File: config.mk
export PLATFORM = sky130hd
export DESIGN_NAME = rps_match_controller
export DESIGN_NICKNAME = d
export VERILOG_FILES = /design/src/rtl/rps_pkg.sv /design/src/rtl/rps_judge.sv /design/src/rtl/rps_match_controller.sv
export SDC_FILE = /design/constraint.sdc
export NUM_CORES = 1
export LEC_CHECK = 0
export BUFFER_PORTS_ARGS = -buffer_cell sky130_fd_sc_hd__buf_2
export CAP_MARGIN = 20
export CORE_MARGIN = 2
export CORE_UTILIZATION = 47
export CTS_BUF_LIST = sky130_fd_sc_hd__clkbuf_16
export DETAILED_ROUTE_END_ITERATION = 6
export PLACE_DENSITY_LB_ADDON = 0.12
export SLEW_MARGIN = 30
export SYNTH_ARGS = -nofsm -noshare
export SYNTH_HDL_FRONTEND = slang
export SYNTH_SLANG_ARGS = --single-unit
File: constraint.sdc
create_clock -name clk -period 1.4 [get_ports clk]
set_input_delay 0.28 -clock clk [delete_from_list [all_inputs] [get_ports clk]]
set_output_delay 0.28 -clock clk [all_outputs]
set_load 0.02 [all_outputs]
File: src/rtl/rps_pkg.sv
// Shared encodings for the rock-paper-scissors match controller:
// move codes, round result codes and the controller FSM state type.
package rps_pkg;

   // Player move encodings
   localparam logic [1:0] ROCK     = 2'b00;
   localparam logic [1:0] PAPER    = 2'b01;
   localparam logic [1:0] SCISSORS = 2'b10;
   localparam logic [1:0] INVALID  = 2'b11;

   // Round result codes driven on round_winner
   localparam logic [1:0] TIE   = 2'b00;
   localparam logic [1:0] A_WIN = 2'b01;
   localparam logic [1:0] B_WIN = 2'b10;
   localparam logic [1:0] ERR   = 2'b11;

   // Controller FSM states
   typedef enum logic [2:0] {
      IDLE    = 3'd0,
      COLLECT = 3'd1,
      JUDGE   = 3'd2,
      REPORT  = 3'd3,
      DONE    = 3'd4
   } state_t;

endpackage

File: src/rtl/rps_judge.sv
// Purely combinational referee: classifies one pair of moves as an
// error (either move invalid), a tie, or an A win (otherwise a B win).
module rps_judge
   import rps_pkg::*;
(
   input  logic [1:0] a_move,
   input  logic [1:0] b_move,
   output logic       is_error,
   output logic       is_tie,
   output logic       is_a_win
);

   // Rock beats scissors, paper beats rock, scissors beats paper
   always_comb begin
      is_error = (a_move == INVALID) || (b_move == INVALID);
      is_tie   = !is_error && (a_move == b_move);
      is_a_win = !is_error &&
                 (((a_move == ROCK)     && (b_move == SCISSORS)) ||
                  ((a_move == PAPER)    && (b_move == ROCK))     ||
                  ((a_move == SCISSORS) && (b_move == PAPER)));
   end

endmodule

File: src/rtl/rps_match_controller.sv
// Rock-paper-scissors match controller. Collects one move from each
// player over independent valid/ready handshakes, judges the round,
// reports the result and keeps score until one player reaches WIN_TARGET.
// Optional feature macro: RPS_TIMEOUT_EN (collect-phase timeout).
//
// Handshake: a move is transferred on a rising edge where valid && ready.
// ready depends only on controller state, never on valid, and drops once
// that player's move has been captured for the current round.
module rps_match_controller
   import rps_pkg::*;
#(
   parameter int WIN_TARGET     = 3,
   parameter int SCORE_W        = 3,
   parameter int TIMEOUT_CYCLES = 255
)(
   input  logic               clk,
   input  logic               rst_n,
   input  logic               start,
   input  logic               a_valid,
   input  logic [1:0]         a_move,
   output logic               a_ready,
   input  logic               b_valid,
   input  logic [1:0]         b_move,
   output logic               b_ready,
   output logic               busy,
   output logic               result_valid,
   output logic [1:0]         round_winner,
   output logic [SCORE_W-1:0] score_a,
   output logic [SCORE_W-1:0] score_b,
   output logic               match_done,
   output logic               match_winner,
   output state_t             state
);

   // Elaboration-time parameter sanity checks
   if (WIN_TARGET < 1 || WIN_TARGET > 7) begin : g_bad_target
      $error("WIN_TARGET must be in 1..7");
   end
   if ((2 ** SCORE_W) <= WIN_TARGET) begin : g_bad_score_w
      $error("SCORE_W too narrow for WIN_TARGET");
   end
   if (TIMEOUT_CYCLES < 1) begin : g_bad_timeout
      $error("TIMEOUT_CYCLES must be at least 1");
   end

   localparam logic [SCORE_W-1:0] TARGET = SCORE_W'(WIN_TARGET);

   logic       a_cap, b_cap;
   logic [1:0] a_mv, b_mv;
   logic       a_hs, b_hs;
   logic       is_error, is_tie, is_a_win;
   logic       timeout_hit;
   logic [1:0] next_winner;

   assign a_ready = (state == COLLECT) && !a_cap;
   assign b_ready = (state == COLLECT) && !b_cap;
   assign a_hs    = a_valid && a_ready;
   assign b_hs    = b_valid && b_ready;
   assign busy    = (state == COLLECT) || (state == JUDGE) || (state == REPORT);

   rps_judge u_judge (
      .a_move   (a_mv),
      .b_move   (b_mv),
      .is_error (is_error),
      .is_tie   (is_tie),
      .is_a_win (is_a_win)
   );

`ifdef RPS_TIMEOUT_EN
   localparam int TW = $clog2(TIMEOUT_CYCLES + 1);
   logic [TW-1:0] tcount;

   assign timeout_hit = (state == COLLECT) && (tcount == TW'(TIMEOUT_CYCLES - 1));

   // Count cycles spent in COLLECT; held at zero elsewhere so every entry restarts it
   always_ff @(posedge clk) begin
      if (!rst_n || state != COLLECT) tcount <= '0;
      else                            tcount <= tcount + 1'b1;
   end
`else
   assign timeout_hit = 1'b0;
`endif

   // Round outcome; partial captures only reach JUDGE through a timeout
   always_comb begin
      next_winner = TIE;
      if (a_cap && b_cap) begin
         if (is_error)      next_winner = ERR;
         else if (is_tie)   next_winner = TIE;
         else if (is_a_win) next_winner = A_WIN;
         else               next_winner = B_WIN;
      end else if (a_cap) begin
         next_winner = (a_mv == INVALID) ? ERR : A_WIN;
      end else if (b_cap) begin
         next_winner = (b_mv == INVALID) ? ERR : B_WIN;
      end
   end

   // Match FSM with capture flags, scores and registered result outputs
   always_ff @(posedge clk) begin
      if (!rst_n) begin
         state        <= IDLE;
         a_cap        <= 1'b0;
         b_cap        <= 1'b0;
         a_mv         <= ROCK;
         b_mv         <= ROCK;
         score_a      <= '0;
         score_b      <= '0;
         result_valid <= 1'b0;
         round_winner <= TIE;
         match_done   <= 1'b0;
         match_winner <= 1'b0;
      end else begin
         result_valid <= 1'b0;
         case (state)
            IDLE, DONE: begin
               if (start) begin
                  score_a      <= '0;
                  score_b      <= '0;
                  a_cap        <= 1'b0;
                  b_cap        <= 1'b0;
                  match_done   <= 1'b0;
                  match_winner <= 1'b0;
                  state        <= COLLECT;
               end
            end
            COLLECT: begin
               if (a_hs) begin
                  a_cap <= 1'b1;
                  a_mv  <= a_move;
               end
               if (b_hs) begin
                  b_cap <= 1'b1;
                  b_mv  <= b_move;
               end
               if (((a_cap || a_hs) && (b_cap || b_hs)) || timeout_hit)
                  state <= JUDGE;
            end
            JUDGE: begin
               round_winner <= next_winner;
               if (next_winner == A_WIN) score_a <= score_a + 1'b1;
               if (next_winner == B_WIN) score_b <= score_b + 1'b1;
               result_valid <= 1'b1;
               state        <= REPORT;
            end
            REPORT: begin
               if (score_a == TARGET || score_b == TARGET) begin
                  match_done   <= 1'b1;
                  match_winner <= (score_b == TARGET);
                  state        <= DONE;
               end else begin
                  a_cap <= 1'b0;
                  b_cap <= 1'b0;
                  state <= COLLECT;
               end
            end
            default: state <= IDLE;
         endcase
      end
   end

endmodule

==> flow_metrics.env, run 1 <==
export IMPL_status="complete, but fails checks"
export IMPL_violations="setup timing"
export IMPL_tightest_slew_ps=303
export IMPL_reg2reg_slack_ps=-60
export IMPL_core_um2=2210
export IMPL_vias=1025
export IMPL_setup_ws_ps=-57.4
export IMPL_grt_start_max_net_pins=21
export IMPL_cp_start_kind="register"
export IMPL_netlist_cell_type_count=35
export IMPL_grt_pass1_vias=991
export IMPL_initial_core_util_pct=49.3
export IMPL_cts_root_buf="clkbuf_16"
export IMPL_clockBufferDepth=2
export IMPL_ioPinCount=26
export IMPL_slew_headroom_pct=79.8
export IMPL_rsz0062_at_grt="yes"
export IMPL_reg2reg_from="b_mv[0]"
export IMPL_ctsHoldBuffers=0
export IMPL_setup_tns_final_ps=-157
export IMPL_cp_arrival_ps=1590
export IMPL_dieWidth_um=52.2
export IMPL_syn_area_um2=1090
export IMPL_drt_iter0_markers=11
export IMPL_syn_nets=144
export IMPL_cts_tree="done"
export IMPL_hp_class="primary input to register"
export IMPL_totalWireLength_um=2550
export IMPL_finalInstanceArea_um2=1550
export IMPL_htreeDepth=1
export IMPL_final_cell_mix="buf_2 (22), nand2_1 (20), buf_4 (16)"
export IMPL_reg2reg_depth=5
export IMPL_synth_cells=131
export IMPL_antenna_cells=0
export IMPL_die_h_um=52.2
export IMPL_crit_type="register to register"
export IMPL_ir_drop_v=0.000661
export IMPL_drive_gt1_share_pct=41.5
export IMPL_finalSetupViolCount=3
export IMPL_cap_viol_max_count=0
export IMPL_ys_ff_latch=20
export IMPL_grt_pass1_wl_um=4200
export IMPL_gp_congestion=0.791
export IMPL_finClkSkew_ps=0.863
export IMPL_final_common_cell="buf_2"
export IMPL_place_ws_ps=-154
export IMPL_clk_pin_slew_ps=50
export IMPL_place_area_um2=1360
export IMPL_n_fill_cell=187
export IMPL_fp_row_count=17
export IMPL_clock_latency_ps=250
export IMPL_period_needed_ps=1460
export IMPL_maxSlewViolCount=0
export IMPL_port_buffers=25
export IMPL_max_clock_freq_mhz=686
export IMPL_nets=185
export IMPL_firstDrtPassIters=4
export IMPL_hold_viol=0
export IMPL_gr_usage_all_layers_pct=20.8
export IMPL_r2r_end="score_a[2]"
export IMPL_cp_endpoint="score_a[2]"
export IMPL_total_power_mw=1.48
export IMPL_power_density_nw_per_um2=954
export IMPL_die_area_um2=2720
export IMPL_holdPathStages=3
export IMPL_cts_num_sinks=20
export IMPL_dp_hpwl_um=1840
export IMPL_grt_ovfl_total=0
export IMPL_total_leakage_power_nw=0.711
export IMPL_vias_per_cell=5.15
export IMPL_critical_path_startpoint="b_mv[0]"
export IMPL_areaGrowthSynthToFinish_pct=42.3
export IMPL_cp_required_ps=1540
export IMPL_endpoint_kind="register"
export IMPL_syn_area_per_cell_um2=8.32
export IMPL_drc=0
export IMPL_antenna_found_initial=0
export IMPL_worstPathMaxFanout=4
export IMPL_fin_crit_sh_pct=104
export IMPL_routedWlPerCell_um=12.8
export IMPL_final_core_util_pct=70.1
export IMPL_cts_buffers=3
export IMPL_ant_nets=0
export IMPL_seq_area_frac_synth_pct=36.7
export IMPL_ys_warn_count=0
==> what timing repair did <==
action                                  CTS  global route
cloned                                    0             0
pin swaps                                 1             2
buffers inserted                          1             1
endpoints found under the setup margin   12            11
hold endpoints to repair                  0             0
gates resized for setup                  13            19
==> through the flow <==
| stage | hold WS (ps) | std cells |
|---|---|---|
| 6_report | 276 | 199 |
| 4_1_cts | 269 | 199 |
| 3_3_place_gp | 459 | 194 |
| 3_5_place_dp | 471 | 194 |
| 2_1_floorplan | 418 | 131 |
| 5_1_grt | 316 | 199 |
==> registers in the layout, indices dropped and copies added (netlist names) <==
name and count:
match_winner 1, a_cap 1, score_a 3, a_mv 2, state 3, match_done 1
result_valid 1, round_winner 2, score_b 3, b_cap 1, b_mv 2
==> layer usage <==
metal / track usage (%) / vias to the layer above / routed length [um]
li1: - / 532 / -
met2: 37.8 / 21 / 1240
met4: 7.69 / 0 / 25
met1: 24.8 / 468 / 1210
met3: 2.59 / 4 / 78
met5: 0 / - / 0
==> layout make-up <==
class / instances / area [um2] / share of cell area (%)
Clock inverter: 1 / 3.75 / 0.242
Tap cell: 28 / 35.0 / 2.26
Multi-Input combinational cell: 99 / 702 / 45.3
Clock buffer: 3 / 75.1 / 4.84
Inverter: 4 / 15.0 / 0.969
Timing Repair Buffer: 44 / 298 / 19.2
Sequential cell: 20 / 422 / 27.2
==> report_power, final <==
| group | total [mW] | internal, mW | switching, mW | leakage [nW] |
|---|---|---|---|---|
| logic | 0.284 | 0.134 | 0.151 | 0.505 |
| registers | 0.612 | 0.587 | 0.0252 | 0.167 |
| clock network | 0.583 | 0.380 | 0.203 | 0.0385 |
==> logic make-up after synthesis <==
| kind of cell | count (synthesis) | synth area share (%) |
|---|---|---|
| multiplexers | 7 | 6.43 |
| adder cells (fa/ha/maj) | 4 | 4.59 |
| buffers and inverters | 12 | 5.17 |
| flip-flops | 20 | 36.7 |
| AO/OA/AOI/OAI | 28 | 20.1 |
| AND/OR/NAND/NOR | 60 | 27.0 |
==> Yosys cell counts, drive strengths merged <==
cell type  instances  area (um2)
dfxtp             20         400
nand2             20        75.1
nor2              12        45.0
a21oi              9        45.0
nand3              8        45.0
mux2i              7        70.1
nand2b             6        37.5
a21boi             5        37.5
buf                5        30.0
nor2b              5        31.3
ha                 4        50.1
inv                4        15.0
clkbuf             3        11.3
nor3               3        15.0
a21bo              2        20.0
a221o              2        20.0
and2               2        12.5
o211a              2        20.0
a22o               1        8.76
a32oi              1        16.3
and2b              1        8.76
and3b              1        8.76
nand3b             1        7.51
nor3b              1        7.51
o21ai              1        5.00
o21bai             1        7.51
o22a               1        8.76
o22ai              1        6.26
o311ai             1        16.3
o31ai              1        7.51
==> worst min-delay path by stage <==
stage,start,end
floorplan,a_valid,a_cap
global placement,score_b[0],score_b[0]
detailed placement,score_b[2],score_b[2]
CTS,a_move[1],a_mv[1]
global route,a_move[1],a_mv[1]
finish,a_move[1],a_mv[1]
==> critical path, cell delays in order (launching register included) <==
cell and delay (ps):
dfxtp_1 380, nor2_1 90, a221o_1 370, a32oi_2 200, nand3_2 160, mux2i_1 150
No activity file was read; power rests on OpenSTA's default activity.
==> run 2: changes to the inputs <==
--- a/config.mk
+++ b/config.mk
@@ -7,8 +7,10 @@
 export LEC_CHECK = 0
 export BUFFER_PORTS_ARGS = -buffer_cell sky130_fd_sc_hd__buf_2
 export CAP_MARGIN = 20
+export CELL_PAD_IN_SITES_DETAIL_PLACEMENT = 1
+export CELL_PAD_IN_SITES_GLOBAL_PLACEMENT = 1
 export CORE_MARGIN = 2
-export CORE_UTILIZATION = 47
+export CORE_UTILIZATION = 34
 export CTS_BUF_LIST = sky130_fd_sc_hd__clkbuf_16
 export DETAILED_ROUTE_END_ITERATION = 6
 export PLACE_DENSITY_LB_ADDON = 0.12
==> run 2 against run 1 <==
Net effect:
- the flow still finishes with violations (setup timing)
- worst setup slack better by 20 ps
- critical path type unchanged
- highest routed layer unchanged
- die area is 35% higher
- count of clock-buffer cells in the layout stayed put
- final cell count is 9.5% higher
- critical path depth stayed put
- register-to-register slack better by 20 ps
==> flow_metrics.env, run 2 (synthesis gave the netlist of run 1 again) <==
export IMPL_firstDrtPassIters=4
export IMPL_layout_cells_non_filler=218
export IMPL_final_common_cell="buf_2"
export IMPL_grt_pass1_vias=1108
export IMPL_areaGrowthSynthToFinish_pct=44.3
export IMPL_reg_largest_list="score_a: 3 flops, score_b: 3 flops, state: 3 flops"
export IMPL_grt_ovfl_total=0
export IMPL_drt_iter0_markers=46
export IMPL_setup_tns_final_ps=-111
export IMPL_power_density_nw_per_um2=949
export IMPL_seq_area_um2=413
export IMPL_reg2reg_slack_ps=-40
export IMPL_clk_pin_slew_ps=60
export IMPL_fp_row_count=20
export IMPL_vias=1057
export IMPL_gr_usage_all_layers_pct=18.6
export IMPL_antenna_cells=0
export IMPL_max_clock_freq_mhz=696
export IMPL_routedWlPerCell_um=14.1
export IMPL_endpoint_kind="register"
export IMPL_dp_hpwl_um=2240
export IMPL_slew_headroom_pct=83.5
export IMPL_cp_slowest_stage_delay_ps=360
export IMPL_die_area_um2=3670
export IMPL_period_needed_ps=1440
export IMPL_cts_root_buf="clkbuf_16"
export IMPL_rsz0062_at_grt="yes"
export IMPL_setup_ws_ps=-37.7
export IMPL_cp_start_kind="register"
export IMPL_min_from="a_move[1]"
export IMPL_htreeDepth=1
export IMPL_drc=0
export IMPL_ir_drop_v=0.000362
export IMPL_clock_latency_ps=250
export IMPL_ctsHoldBuffers=0
export IMPL_dieWidth_um=60.6
export IMPL_drive_gt1_share_pct=42.5
export IMPL_antenna_found_initial=0
export IMPL_gp_congestion=0.800
export IMPL_die_h_um=60.6
export IMPL_n_fill_cell=388
export IMPL_vias_per_cell=4.85
export IMPL_totalWireLength_um=3080
export IMPL_cp_num_buf_inv=0
export IMPL_ioPinCount=26
export IMPL_reg2reg_from="b_mv[1]"
export IMPL_place_ws_ps=-140
export IMPL_min_to="a_mv[1]"
export IMPL_clockBufferDepth=2
export IMPL_crit_type="register to register"
export IMPL_fin_crit_sh_pct=103
export IMPL_reg2reg_depth=5
export IMPL_whs_ps=279
export IMPL_initial_core_util_pct=35.7
export IMPL_cp_required_ps=1540
export IMPL_ant_nets=0
export IMPL_slowest_stage="dfxtp_4"
export IMPL_cap_viol_max_count=0
export IMPL_core_um2=3050
export IMPL_crit_family="compound AO/OA/AOI/OAI gates"
export IMPL_finClkSkew_ps=2.09
export IMPL_r2r_end="score_a[2]"
export IMPL_total_leakage_power_nw=0.717
export IMPL_status="complete, but fails checks"
export IMPL_violations="setup timing"
export IMPL_hp_class="primary input to register"
export IMPL_holdPathStages=3
export IMPL_critical_path_cell_chain="o21bai_1, a221o_1, a32oi_2, nand3_2, mux2i_1"
export IMPL_grt_start_max_net_pins=14
export IMPL_cts_num_sinks=20
export IMPL_multiInputGateArea_um2=701
export IMPL_dp_cells=210
export IMPL_cts_buffers=3
export IMPL_port_buffers=25
export IMPL_worstPathMaxFanout=8
export IMPL_tightest_slew_ps=246
export IMPL_cp_arrival_ps=1580
export IMPL_hold_viol=0
export IMPL_grt_pass1_wl_um=5040
export IMPL_finalSetupViolCount=3
export IMPL_final_cell_mix="buf_2 (23), nand2_1 (20), buf_4 (20)"
export IMPL_maxSlewViolCount=0
export IMPL_cts_tree="done"
export IMPL_nets=188
==> run 2: cell types whose count changed in the layout (fill, tap and decap cells not counted) <==
cell / previous run / this run
buf_6: 6 / 4
a21oi_1: 9 / 8
dfxtp_1: 11 / 12
buf_2: 22 / 23
buf_4: 16 / 20
dfxtp_2: 5 / 7
dfxtp_4: 4 / 1
nor2_1: 9 / 10
a21oi_2: 0 / 1
nor2_4: 2 / 1
ha_2: 1 / 2
ha_1: 2 / 1
==> run 2: layout make-up <==
class,instances,share of cell area (%)
Sequential cell,20,26.3
Clock buffer,3,4.77
Timing Repair Buffer,47,19.7
Multi-Input combinational cell,99,44.6
Tap cell,44,3.50
Clock inverter,1,0.239
Inverter,4,0.955
==> run 2: worst reg2reg max path, stage by stage, from the launching register on <==
cell and delay, ps:
dfxtp_4 360, o21bai_1 160, a221o_1 310, a32oi_2 200, nand3_2 160, mux2i_1 150
==> run 2: where the power goes <==
| part | switching, mW | total, mW | internal, mW |
|---|---|---|---|
| logic | 0.158 | 0.293 | 0.135 |
| registers | 0.0214 | 0.611 | 0.589 |
| clock network | 0.209 | 0.589 | 0.380 |
| total | 0.388 | 1.49 | 1.10 |
==> run 2: what timing repair did <==
action | in CTS | in global routing
setup endpoints to repair | 13 | 14
pin swaps | 4 | 7
resized for setup | 17 | 9
gates cloned | 0 | 0
buffers inserted | 3 | 1
==> run 2: how the worst max path moves through the flow <==
stage	startpoint	to	slack, ps	cells past startpoint
final	b_mv[1]	score_a[2]	-40	5
after global placement	b_mv[1]	score_a[0]	-60	5
after floorplan	state[1]	a_mv[0]	-40	5
after CTS	b_mv[1]	score_a[2]	-50	5
after global routing	b_mv[1]	score_a[0]	-100	5
after detailed placement	b_mv[1]	score_a[0]	-140	5
==> run 2: stage by stage <==
step	total power, mW	util, %	instance area (um2)
floorplan	0.781	-	1110
global placement	0.860	45.2	1380
detailed placement	0.868	45.2	1380
CTS	1.51	50.2	1530
global route	1.57	51.5	1570
finish	1.49	51.5	1570
==> run 2: metal layers <==
| metal | GRT usage [%] | part of all wire [%] | vias up |
|---|---|---|---|
| li1 | - | - | 538 |
| met1 | 21.5 | 45 | 505 |
| met2 | 35.0 | 52 | 12 |
| met3 | 2.56 | 2.3 | 2 |
| met4 | 5.59 | 0.81 | 0 |
| met5 | 0 | 0 | - |
